**src/rtl/alu_shift_pkg.sv**
```systemverilog
// Shared mode encoding and shifter-control decode for the ALU rotate/shift datapath.
package alu_shift_pkg;

    localparam int MODE_W = 3;
    typedef logic [MODE_W-1:0] mode_t;

    localparam mode_t MODE_ROL = 3'd0;
    localparam mode_t MODE_ROR = 3'd1;
    localparam mode_t MODE_SLL = 3'd2;
    localparam mode_t MODE_SRL = 3'd3;
    localparam mode_t MODE_SRA = 3'd4;
    localparam mode_t MODE_RCL = 3'd5;
    localparam mode_t MODE_RCR = 3'd6;
    localparam mode_t MODE_ILL = 3'd7;

    // hi_align: operand sits in the upper WIDTH bits so bit 0 catches the last bit shifted out.
    typedef struct packed {
        logic left;
        logic rot;
        logic ring_w1;
        logic hi_align;
    } shift_ctl_t;

    function automatic shift_ctl_t decode_mode(input mode_t mode);
        shift_ctl_t ctl;
        ctl = '0;
        case (mode)
            MODE_ROL: begin ctl.left = 1'b1; ctl.rot = 1'b1; end
            MODE_ROR: begin ctl.rot = 1'b1; end
            MODE_SLL: begin ctl.left = 1'b1; end
            MODE_SRL,
            MODE_SRA: begin ctl.hi_align = 1'b1; end
            MODE_RCL: begin ctl.left = 1'b1; ctl.rot = 1'b1; ctl.ring_w1 = 1'b1; end
            MODE_RCR: begin ctl.rot = 1'b1; ctl.ring_w1 = 1'b1; end
            default: ;
        endcase
        return ctl;
    endfunction

endpackage

```
**src/rtl/rot_shift_layer.sv**
```systemverilog
// Combinational log-shifter layers on a (WIDTH+1)-bit word; layer k moves by 2**(BASE+k).
module rot_shift_layer #(
    parameter int WIDTH = 16,
    parameter int NBITS = 1,
    parameter int BASE  = 0
) (
    input  logic [WIDTH:0]   word_i,
    input  logic [NBITS-1:0] amt_i,
    input  logic             left_i,
    input  logic             rot_i,
    input  logic             ring_w1_i,
    input  logic             fill_i,
    output logic [WIDTH:0]   word_o
);

    logic [NBITS:0][WIDTH:0] stg;

    assign stg[0] = word_i;

    for (genvar k = 0; k < NBITS; k++) begin : g_layer
        localparam int S = 1 << (BASE + k);

        logic [WIDTH:0] x;
        logic [WIDTH:0] rol_w1, rol_w, shl, ror_w1, ror_w, shr, moved;

        assign x = stg[k];

        // Width-WIDTH rotates leave bit WIDTH untouched; width-(WIDTH+1) rotates include it.
        assign rol_w1 = {x[WIDTH-S:0], x[WIDTH:WIDTH-S+1]};
        assign rol_w  = {x[WIDTH], x[WIDTH-1-S:0], x[WIDTH-1:WIDTH-S]};
        assign shl    = {x[WIDTH-S:0], {S{fill_i}}};
        assign ror_w1 = {x[S-1:0], x[WIDTH:S]};
        assign ror_w  = {x[WIDTH], x[S-1:0], x[WIDTH-1:S]};
        assign shr    = {{S{fill_i}}, x[WIDTH:S]};

        assign moved = left_i ? (rot_i ? (ring_w1_i ? rol_w1 : rol_w) : shl)
                              : (rot_i ? (ring_w1_i ? ror_w1 : ror_w) : shr);

        assign stg[k+1] = amt_i[k] ? moved : x;
    end

    assign word_o = stg[NBITS];

endmodule

```
**src/rtl/barrel_rotator_pipe.sv**
```systemverilog
// Two-stage elastic rotate/shift unit: S1 applies the coarse amount, S2 the fine amount plus flags.
module barrel_rotator_pipe
    import alu_shift_pkg::*;
#(
    parameter int WIDTH = 16
) (
    input  logic                       clk,
    input  logic                       rst_n,
    input  logic                       in_valid,
    output logic                       in_ready,
    input  logic [WIDTH-1:0]           in_data,
    input  logic [$clog2(WIDTH)-1:0]   in_amt,
    input  logic [2:0]                 in_mode,
    input  logic                       in_cin,
    output logic                       out_valid,
    input  logic                       out_ready,
    output logic [WIDTH-1:0]           out_data,
    output logic                       out_cout,
    output logic                       out_zero,
    output logic                       out_err
);

    localparam int AMT_W    = $clog2(WIDTH);
    localparam int COARSE_W = AMT_W / 2;
    localparam int FINE_W   = AMT_W - COARSE_W;

    logic               s1_v_q, s1_v_d;
    logic               s2_v_q, s2_v_d;
    logic [WIDTH:0]     s1_word_q;
    logic [FINE_W-1:0]  s1_fine_q;
    mode_t              s1_mode_q;
    logic               s1_nz_q;
    logic [WIDTH-1:0]   out_data_q;
    logic               out_cout_q, out_zero_q, out_err_q;

    logic               s2_en, accept, advance;
    shift_ctl_t         ctl_in, ctl_s2;
    logic [WIDTH:0]     word_in, coarse_word, fine_word;
    logic               fill_in, fill_s2;
    logic [WIDTH-1:0]   res_data;
    logic               res_cout, res_err;

    assign s2_en    = !s2_v_q || out_ready;
    assign in_ready = !s1_v_q || s2_en;
    assign accept   = in_valid && in_ready;
    assign advance  = s1_v_q && s2_en;

    always_comb begin
        s1_v_d = s1_v_q;
        s2_v_d = s2_v_q;
        if (accept)     s1_v_d = 1'b1;
        else if (s2_en) s1_v_d = 1'b0;
        if (s2_en)      s2_v_d = s1_v_q;
    end

    // ---- S1: frame the operand and apply the upper amount bits
    assign ctl_in  = decode_mode(mode_t'(in_mode));
    assign fill_in = (mode_t'(in_mode) == MODE_SRA) && in_data[WIDTH-1];
    assign word_in = ctl_in.hi_align ? {in_data, 1'b0}
                                     : {ctl_in.ring_w1 & in_cin, in_data};

    rot_shift_layer #(.WIDTH(WIDTH), .NBITS(COARSE_W), .BASE(FINE_W)) u_coarse (
        .word_i    (word_in),
        .amt_i     (in_amt[AMT_W-1:FINE_W]),
        .left_i    (ctl_in.left),
        .rot_i     (ctl_in.rot),
        .ring_w1_i (ctl_in.ring_w1),
        .fill_i    (fill_in),
        .word_o    (coarse_word)
    );

    always_ff @(posedge clk) begin
        if (accept) begin
            s1_word_q <= coarse_word;
            s1_fine_q <= in_amt[FINE_W-1:0];
            s1_mode_q <= mode_t'(in_mode);
            s1_nz_q   <= |in_amt;
        end
    end

    // ---- S2: apply the lower amount bits, extract result and flags
    assign ctl_s2  = decode_mode(s1_mode_q);
    assign fill_s2 = (s1_mode_q == MODE_SRA) && s1_word_q[WIDTH];

    rot_shift_layer #(.WIDTH(WIDTH), .NBITS(FINE_W), .BASE(0)) u_fine (
        .word_i    (s1_word_q),
        .amt_i     (s1_fine_q),
        .left_i    (ctl_s2.left),
        .rot_i     (ctl_s2.rot),
        .ring_w1_i (ctl_s2.ring_w1),
        .fill_i    (fill_s2),
        .word_o    (fine_word)
    );

    always_comb begin
        res_data = ctl_s2.hi_align ? fine_word[WIDTH:1] : fine_word[WIDTH-1:0];
        res_cout = 1'b0;
        res_err  = 1'b0;
        case (s1_mode_q)
            MODE_ROL: res_cout = s1_nz_q & res_data[0];
            MODE_ROR: res_cout = s1_nz_q & res_data[WIDTH-1];
            MODE_SLL,
            MODE_RCL,
            MODE_RCR: res_cout = fine_word[WIDTH];
            MODE_SRL,
            MODE_SRA: res_cout = fine_word[0];
            default: begin
                res_data = '0;
                res_err  = 1'b1;
            end
        endcase
    end

    always_ff @(posedge clk or negedge rst_n) begin
        if (!rst_n) begin
            s1_v_q     <= 1'b0;
            s2_v_q     <= 1'b0;
            out_data_q <= '0;
            out_cout_q <= 1'b0;
            out_zero_q <= 1'b0;
            out_err_q  <= 1'b0;
        end else begin
            s1_v_q <= s1_v_d;
            s2_v_q <= s2_v_d;
            if (advance) begin
                out_data_q <= res_data;
                out_cout_q <= res_cout;
                out_zero_q <= (res_data == '0);
                out_err_q  <= res_err;
            end
        end
    end

    assign out_valid = s2_v_q;
    assign out_data  = out_data_q;
    assign out_cout  = out_cout_q;
    assign out_zero  = out_zero_q;
    assign out_err   = out_err_q;

endmodule

```
**config.mk**
```make
export PLATFORM = sky130hd
export DESIGN_NAME = barrel_rotator_pipe
export DESIGN_NICKNAME = d
export VERILOG_FILES = /design/src/rtl/alu_shift_pkg.sv /design/src/rtl/rot_shift_layer.sv /design/src/rtl/barrel_rotator_pipe.sv
export SDC_FILE = /design/constraint.sdc
export NUM_CORES = 1
export LEC_CHECK = 0
export CAP_MARGIN = 20
export CORE_ASPECT_RATIO = 1.1
export CORE_MARGIN = 3
export CORE_UTILIZATION = 45
export CTS_CLUSTER_DIAMETER = 60
export CTS_CLUSTER_SIZE = 30
export DETAILED_ROUTE_END_ITERATION = 7
export GPL_TIMING_DRIVEN = 0
export PLACE_DENSITY_LB_ADDON = 0.1
export SLEW_MARGIN = 10
export SYNTH_ARGS = -nofsm -noshare
export SYNTH_HDL_FRONTEND = slang
export SYNTH_SLANG_ARGS = --single-unit
```
**constraint.sdc**
```tcl
create_clock -name clk -period 3.4 [get_ports clk]
set_input_delay 1.02 -clock clk [delete_from_list [all_inputs] [get_ports clk]]
set_output_delay 1.02 -clock clk [all_outputs]
set_load 0.005 [all_outputs]
```
## Word-level counts from Yosys, hierarchy flattened

Index checks and enable logic that the tools add are counted.

- Output and inout port bits: 21
- Bits in registers: 44
- Bits of input ports: 28
- Word-level logic and storage cells: 87

- Muxes and demuxes: 39
- Bitwise operators: 3
- Reductions and logical operators: 23
- Eq/ne operators: 12

Operators by type and width:

| operator | number |
|---|---|
| $mux 17 | 25 |
| $mux 16 | 2 |
| $eq 3x3->1 const B | 6 |
| $logic_not 16->1 | 1 |
| $eq 3x2->1 const B | 4 |
| $reduce_or 4->1 | 3 |
| $mux 1 | 11 |
| $reduce_or 3->1 | 3 |
| $reduce_or 2->1 | 4 |
| $reduce_or 7->1 | 1 |
| $eq 3x1->1 const B | 2 |
| $logic_not 3->1 | 2 |
| $logic_and 1x1->1 | 4 |
| $pmux 1 s4 | 1 |
| $and 1x1->1 | 3 |
| $logic_not 1->1 | 2 |
| $logic_or 1x1->1 | 2 |
| $reduce_bool 2->1 | 1 |

## Logic depth before layout (Yosys ltp)

- Word-level depth: 14
- Gate-level depth with buffers: 11
- Mapped depth without buffers: 8

## By module

Synthesis repeated with hierarchy kept, for this count alone.

- Cell total of the unflattened synthesis: 560
- Area, all modules: 4764.6 sq um

By module, submodules not included:

| module | cells an instance | times used | sequential area each (sq um) | area an instance (sq um) |
|---|---|---|---|---|
| barrel_rotator_pipe | 231 | 1 | 1216.2 | 2449.8 |
| rot_shift_layer (u_coarse) | 176 | 1 | 0.0 | 1167.4 |
| rot_shift_layer (u_fine) | 153 | 1 | 0.0 | 1147.4 |

## Worst setup path after synthesis

Ideal clock, no wire load.

- Path type: input port to flip-flop
- Start point: in in_mode[0]
- End point: reg s1_word_q[15], data pin
- Required time: 3.130 ns
- Path slack: 0.099 ns
- Data arrival time: 3.031 ns
- Path buffers: 1
- Setup time: 0.270 ns
- Stages: 9
- Cell sequence: clkbuf_1 -> or3b_2 -> nand2_1 -> mux2_2 -> mux2_2 -> a21oi_1 -> o22ai_1 -> a22oi_1 -> mux2i_1

- Cells in the longest elaborated chain, start to end: 12
- Elaborated cells between the ends (all ways): 29
- Classes of those cells: 6 x eq/ne; 17 x mux; 6 x reduce/logical

RTL lines:

| item | line | RTL |
|---|---|---|
| start: declaration | barrel_rotator_pipe.sv:13 | `input logic [2:0] in_mode,` |
| $eq 3x3->1 or $eq 3x2->1 (tied branches) | alu_shift_pkg.sv:27, barrel_rotator_pipe.sv:58 |  |
| $reduce_or 2->1 | alu_shift_pkg.sv:27 | `case (mode)` |
| $mux 1 | alu_shift_pkg.sv:27 |  |
| $mux 17 | barrel_rotator_pipe.sv:59 | `assign word_in = ctl_in.hi_align ? {in_data, 1'b0}` |
| $mux 17 (on tied branches) (2 in a row) | rot_shift_layer.sv:37, rot_shift_layer.sv:36 |  |
| $mux 17 | rot_shift_layer.sv:36 | `assign moved = left_i ? (rot_i ? (ring_w1_i ? rol_w1 : rol_w) : shl)` |
| $mux 17 | rot_shift_layer.sv:39 | `assign stg[k+1] = amt_i[k] ? moved : x;` |
| $mux 17 (on tied branches) (2 in a row) | rot_shift_layer.sv:37, rot_shift_layer.sv:36 |  |
| $mux 17 | rot_shift_layer.sv:36 |  |
| $mux 17 (*) | rot_shift_layer.sv:39 |  |
| via coarse_word[15] | barrel_rotator_pipe.sv:38 | `logic [WIDTH:0] word_in, coarse_word, fine_word;` |
| end signal: assignment | barrel_rotator_pipe.sv:74 | `s1_word_q <= coarse_word;` |
| end: declaration | barrel_rotator_pipe.sv:29 | `logic [WIDTH:0] s1_word_q;` |

Mark *: on every way through the listed nets, which the timed path passes. The rest lies on a longest branch.
A chain may end at the register's enable or synchronous reset.

## Worst setup path after layout

- Start point: in in_mode[0]
- End point: reg s1_word_q[3], data pin

- Cells in the longest elaborated chain, start to end: 13
- Elaborated cells between the ends (all ways): 30
- Classes of those cells: 6 x eq/ne; 17 x mux; 1 x bitwise; 6 x reduce/logical

RTL lines:

| item | line | RTL |
|---|---|---|
| $eq 3x3->1 | alu_shift_pkg.sv:27 |  |
| $reduce_or 2->1 (no source line) | n/a |  |
| $mux 1 | alu_shift_pkg.sv:27 |  |
| $and 1x1->1 | barrel_rotator_pipe.sv:60 | `: {ctl_in.ring_w1 & in_cin, in_data};` |
| $mux 17 | barrel_rotator_pipe.sv:59 |  |
| $mux 17 (2 in a row) | rot_shift_layer.sv:37 | `: (rot_i ? (ring_w1_i ? ror_w1 : ror_w) : shr);` |
| $mux 17 | rot_shift_layer.sv:36 |  |
| $mux 17 | rot_shift_layer.sv:39 |  |
| $mux 17 (3 in a row) | rot_shift_layer.sv:36 |  |
| $mux 17 (*) | rot_shift_layer.sv:39 |  |
| via coarse_word[3] | barrel_rotator_pipe.sv:38 |  |

Marks and branches as above.

==> run_results.csv <==
group,metric,value,unit
route,avgRoutedWirePerCell,21.50,µm
grt,grt_overflow,0,
finish,fillers,822,
yosys,syn_avg_cell_area,7.843,µm²
sta,clock.fmax,305.9,MHz
finish,antenna_cells,0,
floorplan,rows,36,
finish,final_cell_mix,"o21ai_0 (55), nand2_1 (53), clkdlybuf4s50_1 (44)",
sta,setup_viol_count_final,0,
setup_path,crit_arrival,3.31,ns
yosys,synth_ff_type,"edfxtp_1",
grt,grt_pass1_wl,24180,µm
yosys,muxShareOfSynthArea,0.1102,
clock_network,clock-root-buffer,"clkbuf_8",
clock_network,clockBufferDepth,2,
clock_network,htreeDepth,2,
sta,worst_slew_pin_slew,0.9877,ns
setup_path,slowest_delay,0.41,ns
yosys,seq_area_frac_synth,0.2835,
floorplan,die_w,99.10,µm
clock_network,clk_pin_slew,0.08,ns
route,drt_drc_violations_left,0,
yosys,synth_cell_types,71,
floorplan,coreArea,9054,µm²
floorplan,pin_count,49,
setup_path,cp_max_fo,10,
yosys,yosys_register_bits,44,
yosys,yosys.area_share.simple,0.2298,
sta,rsz0062_at_grt,"false",
clock_network,cts_tree,"built",
sta,setup_tns,0,ns
route,antenna_left,0,
route,first_pass_iters,5,
route,drt-total-wl,15520,µm
place,place_congestion,0.9732,
yosys,synthAdderAreaFrac,0,
finish,nets,635,
run_status,status,"completed",
clock_network,cts_buffers,5,
grt,grt_max_degree,24,
place,dp.final_hpwl,11880,µm
hold_path,min_path_type,"register to register",
power,ir_drop,0.3094,mV
power,power.density,376.3,nW/µm²
grt,grt_pass1_vias,4644,
power,leakagePower,2.031,nW
clock_network,clock_latency,0.31,ns
setup_path,required,3.44,ns
yosys,syn_inst,547,
power,power,2.006,mW
sta,slew_violations,0,
floorplan,start_util,0.4739,
yosys,synthArstFlopShare,0.4773,
sta,skew,0.01190,ns
grt,gr-usage-all-layers,0.2866,
finish,drive_gt1_frac,0.1316,
finish,area_growth,24.29,%
yosys,synth_compound_area_frac,0.3179,
route,viasPerCell,6.663,
route,vias,4811,
grt,antenna_found_initial,0,
route,drt_iter0_drc,298,
yosys,syn-num-nets,575,
setup_path,critical_path_class,"primary input to register",
finish,layout_commonest_cell,"o21ai_0",
yosys,syn_area,4290,µm²
setup_path,path_cells,"dlygate4sd2_1 -> nor2_2 -> or2_2 -> clkbuf_1 -> clkbuf_2 -> a211oi_1 -> a21oi_1 -> a21oi_2 -> a22oi_1 -> nand3_1 -> o21ai_0",
yosys,synth_edf_count,23,
sta,period_share,0.9614,
setup_path,cp_slowest_cell,"dlygate4sd2_1",
run,maxCapViolations,0,
floorplan,die_area,10740,µm²
sta,hold_violations,0,
place,portBuffers,47,
setup_path,crit_path_start_kind,"primary input",
sta,slew_headroom,0.3415,
yosys,synthXorXnorAreaFrac,0,
yosys,synth_top_family_by_area,"compound AO/OA/AOI/OAI gates",
floorplan,die_h,108.4,µm
sta,min_period,3.269,ns
clock_network,cts_num_sinks,44,
yosys,yosys_warnings,0,
setup_path,endpoint_kind,"register",
[through the flow]
stage	utilization	hold slack [ns]	cells	instance area, µm²	worst slack (ns)
finish	0.5890	0.4851	722	5333	0.1313
global route	0.5890	0.5192	722	5333	0.1028
CTS	0.5786	0.4902	717	5239	0.002532
detailed placement	0.5416	0.4739	708	4903	-0.9089
global placement	0.5416	0.4652	708	4903	-0.8949
floorplan	-	0.4733	547	4290	0.09888
[report_power, final]
group / switching (mW) / internal (mW) / leakage, nW
logic: 0.460 / 0.379 / 1.48
registers: 0.0747 / 0.649 / 0.483
clock network: 0.179 / 0.264 / 0.0636
[synth_stat cells (6+ instances only)]
cell type	count	area share
nand2_1	56	0.049
a21oi_1	34	0.040
and3_1	10	0.015
nand3_1	23	0.027
mux2i_1	36	0.084
nand3b_1	6	0.010
a211oi_1	6	0.010
inv_1	13	0.011
nand2b_1	13	0.019
edfxtp_1	23	0.16
dfrtp_1	21	0.12
a22oi_1	20	0.035
clkbuf_1	30	0.026
nor2b_1	7	0.010
o221ai_1	8	0.016
nor3_1	13	0.015
o21ai_0	55	0.064
nor2_1	39	0.034
o22ai_1	10	0.015
buf_2	9	0.010
mux2_2	10	0.026
a31oi_1	11	0.016
[kinds of logic after synthesis]
group                  after synthesis
and+or+nand+nor                    196
DFF                                 44
AOI/OAI and AO/OA                  203
muxes                               46
buffers and inverters               58
[path summary, 6_finish.rpt]
kind	from	depth (start not counted)	to	slack, ns
min reg2reg	out_data[8]$_DFFE_PN0P_	2	out_data[8]$_DFFE_PN0P_	0.49
max in group asynchronous	rst_n	1	out_data[9]$_DFFE_PN0P_	1.60
min in group asynchronous	rst_n	1	out_data[3]$_DFFE_PN0P_	1.22
min	out_data[8]$_DFFE_PN0P_	2	out_data[8]$_DFFE_PN0P_	0.49
max	in_mode[0]	11	s1_word_q[3]$_DFFE_PP_	0.13
max reg2reg	s1_fine_q[1]$_DFFE_PP_	9	out_zero$_DFFE_PN0P_	0.33
[area by class of cell]
| cell class | count | area (µm²) | area share |
|---|---|---|---|
| clock inverters | 1 | 30.03 | 0.005631 |
| multi-input cells | 445 | 3029 | 0.5680 |
| plain buffers | 44 | 226.5 | 0.04247 |
| repair buffers | 54 | 541.8 | 0.1016 |
| clock buffers | 7 | 97.59 | 0.01830 |
| well taps | 114 | 142.6 | 0.02675 |
| inverters | 13 | 48.80 | 0.009151 |
| flip-flops and latches | 44 | 1216 | 0.2281 |
[flip-flops by register name, summed over array words and instances (netlist names)]
signal     cells
s1_word_q     17
out_data      16
s1_mode_q      3
s1_fine_q      2
out_cout       1
out_err        1
out_valid      1
out_zero       1
s1_nz_q        1
s1_v_q         1
[worst max-delay path, delay by kind of cell]
| family | cells | cell delay [ns] |
|---|---|---|
| compound gates | 5 | 0.86 |
| buf+inv | 3 | 0.85 |
| simple gates | 3 | 0.57 |
[repair_timing]
item / 4_1_cts / 5_1_grt
buffers inserted: 2 / 3
gates cloned: 0 / 2
resized for setup: 41 / 12
hold buffers: 0 / 0
setup endpoints to repair: 17 / 14
pin swaps: 4 / 8
[layer usage]
metal | track usage | routed length, µm | up-vias
met3 | 0.02452 | 1027 | 48
met5 | 0 | 0 | -
met2 | 0.5062 | 7824 | 273
li1 | - | - | 2215
met4 | 0.1737 | 810 | 0
met1 | 0.3363 | 5858 | 2275
No activity file was read; power rests on OpenSTA's default activity.
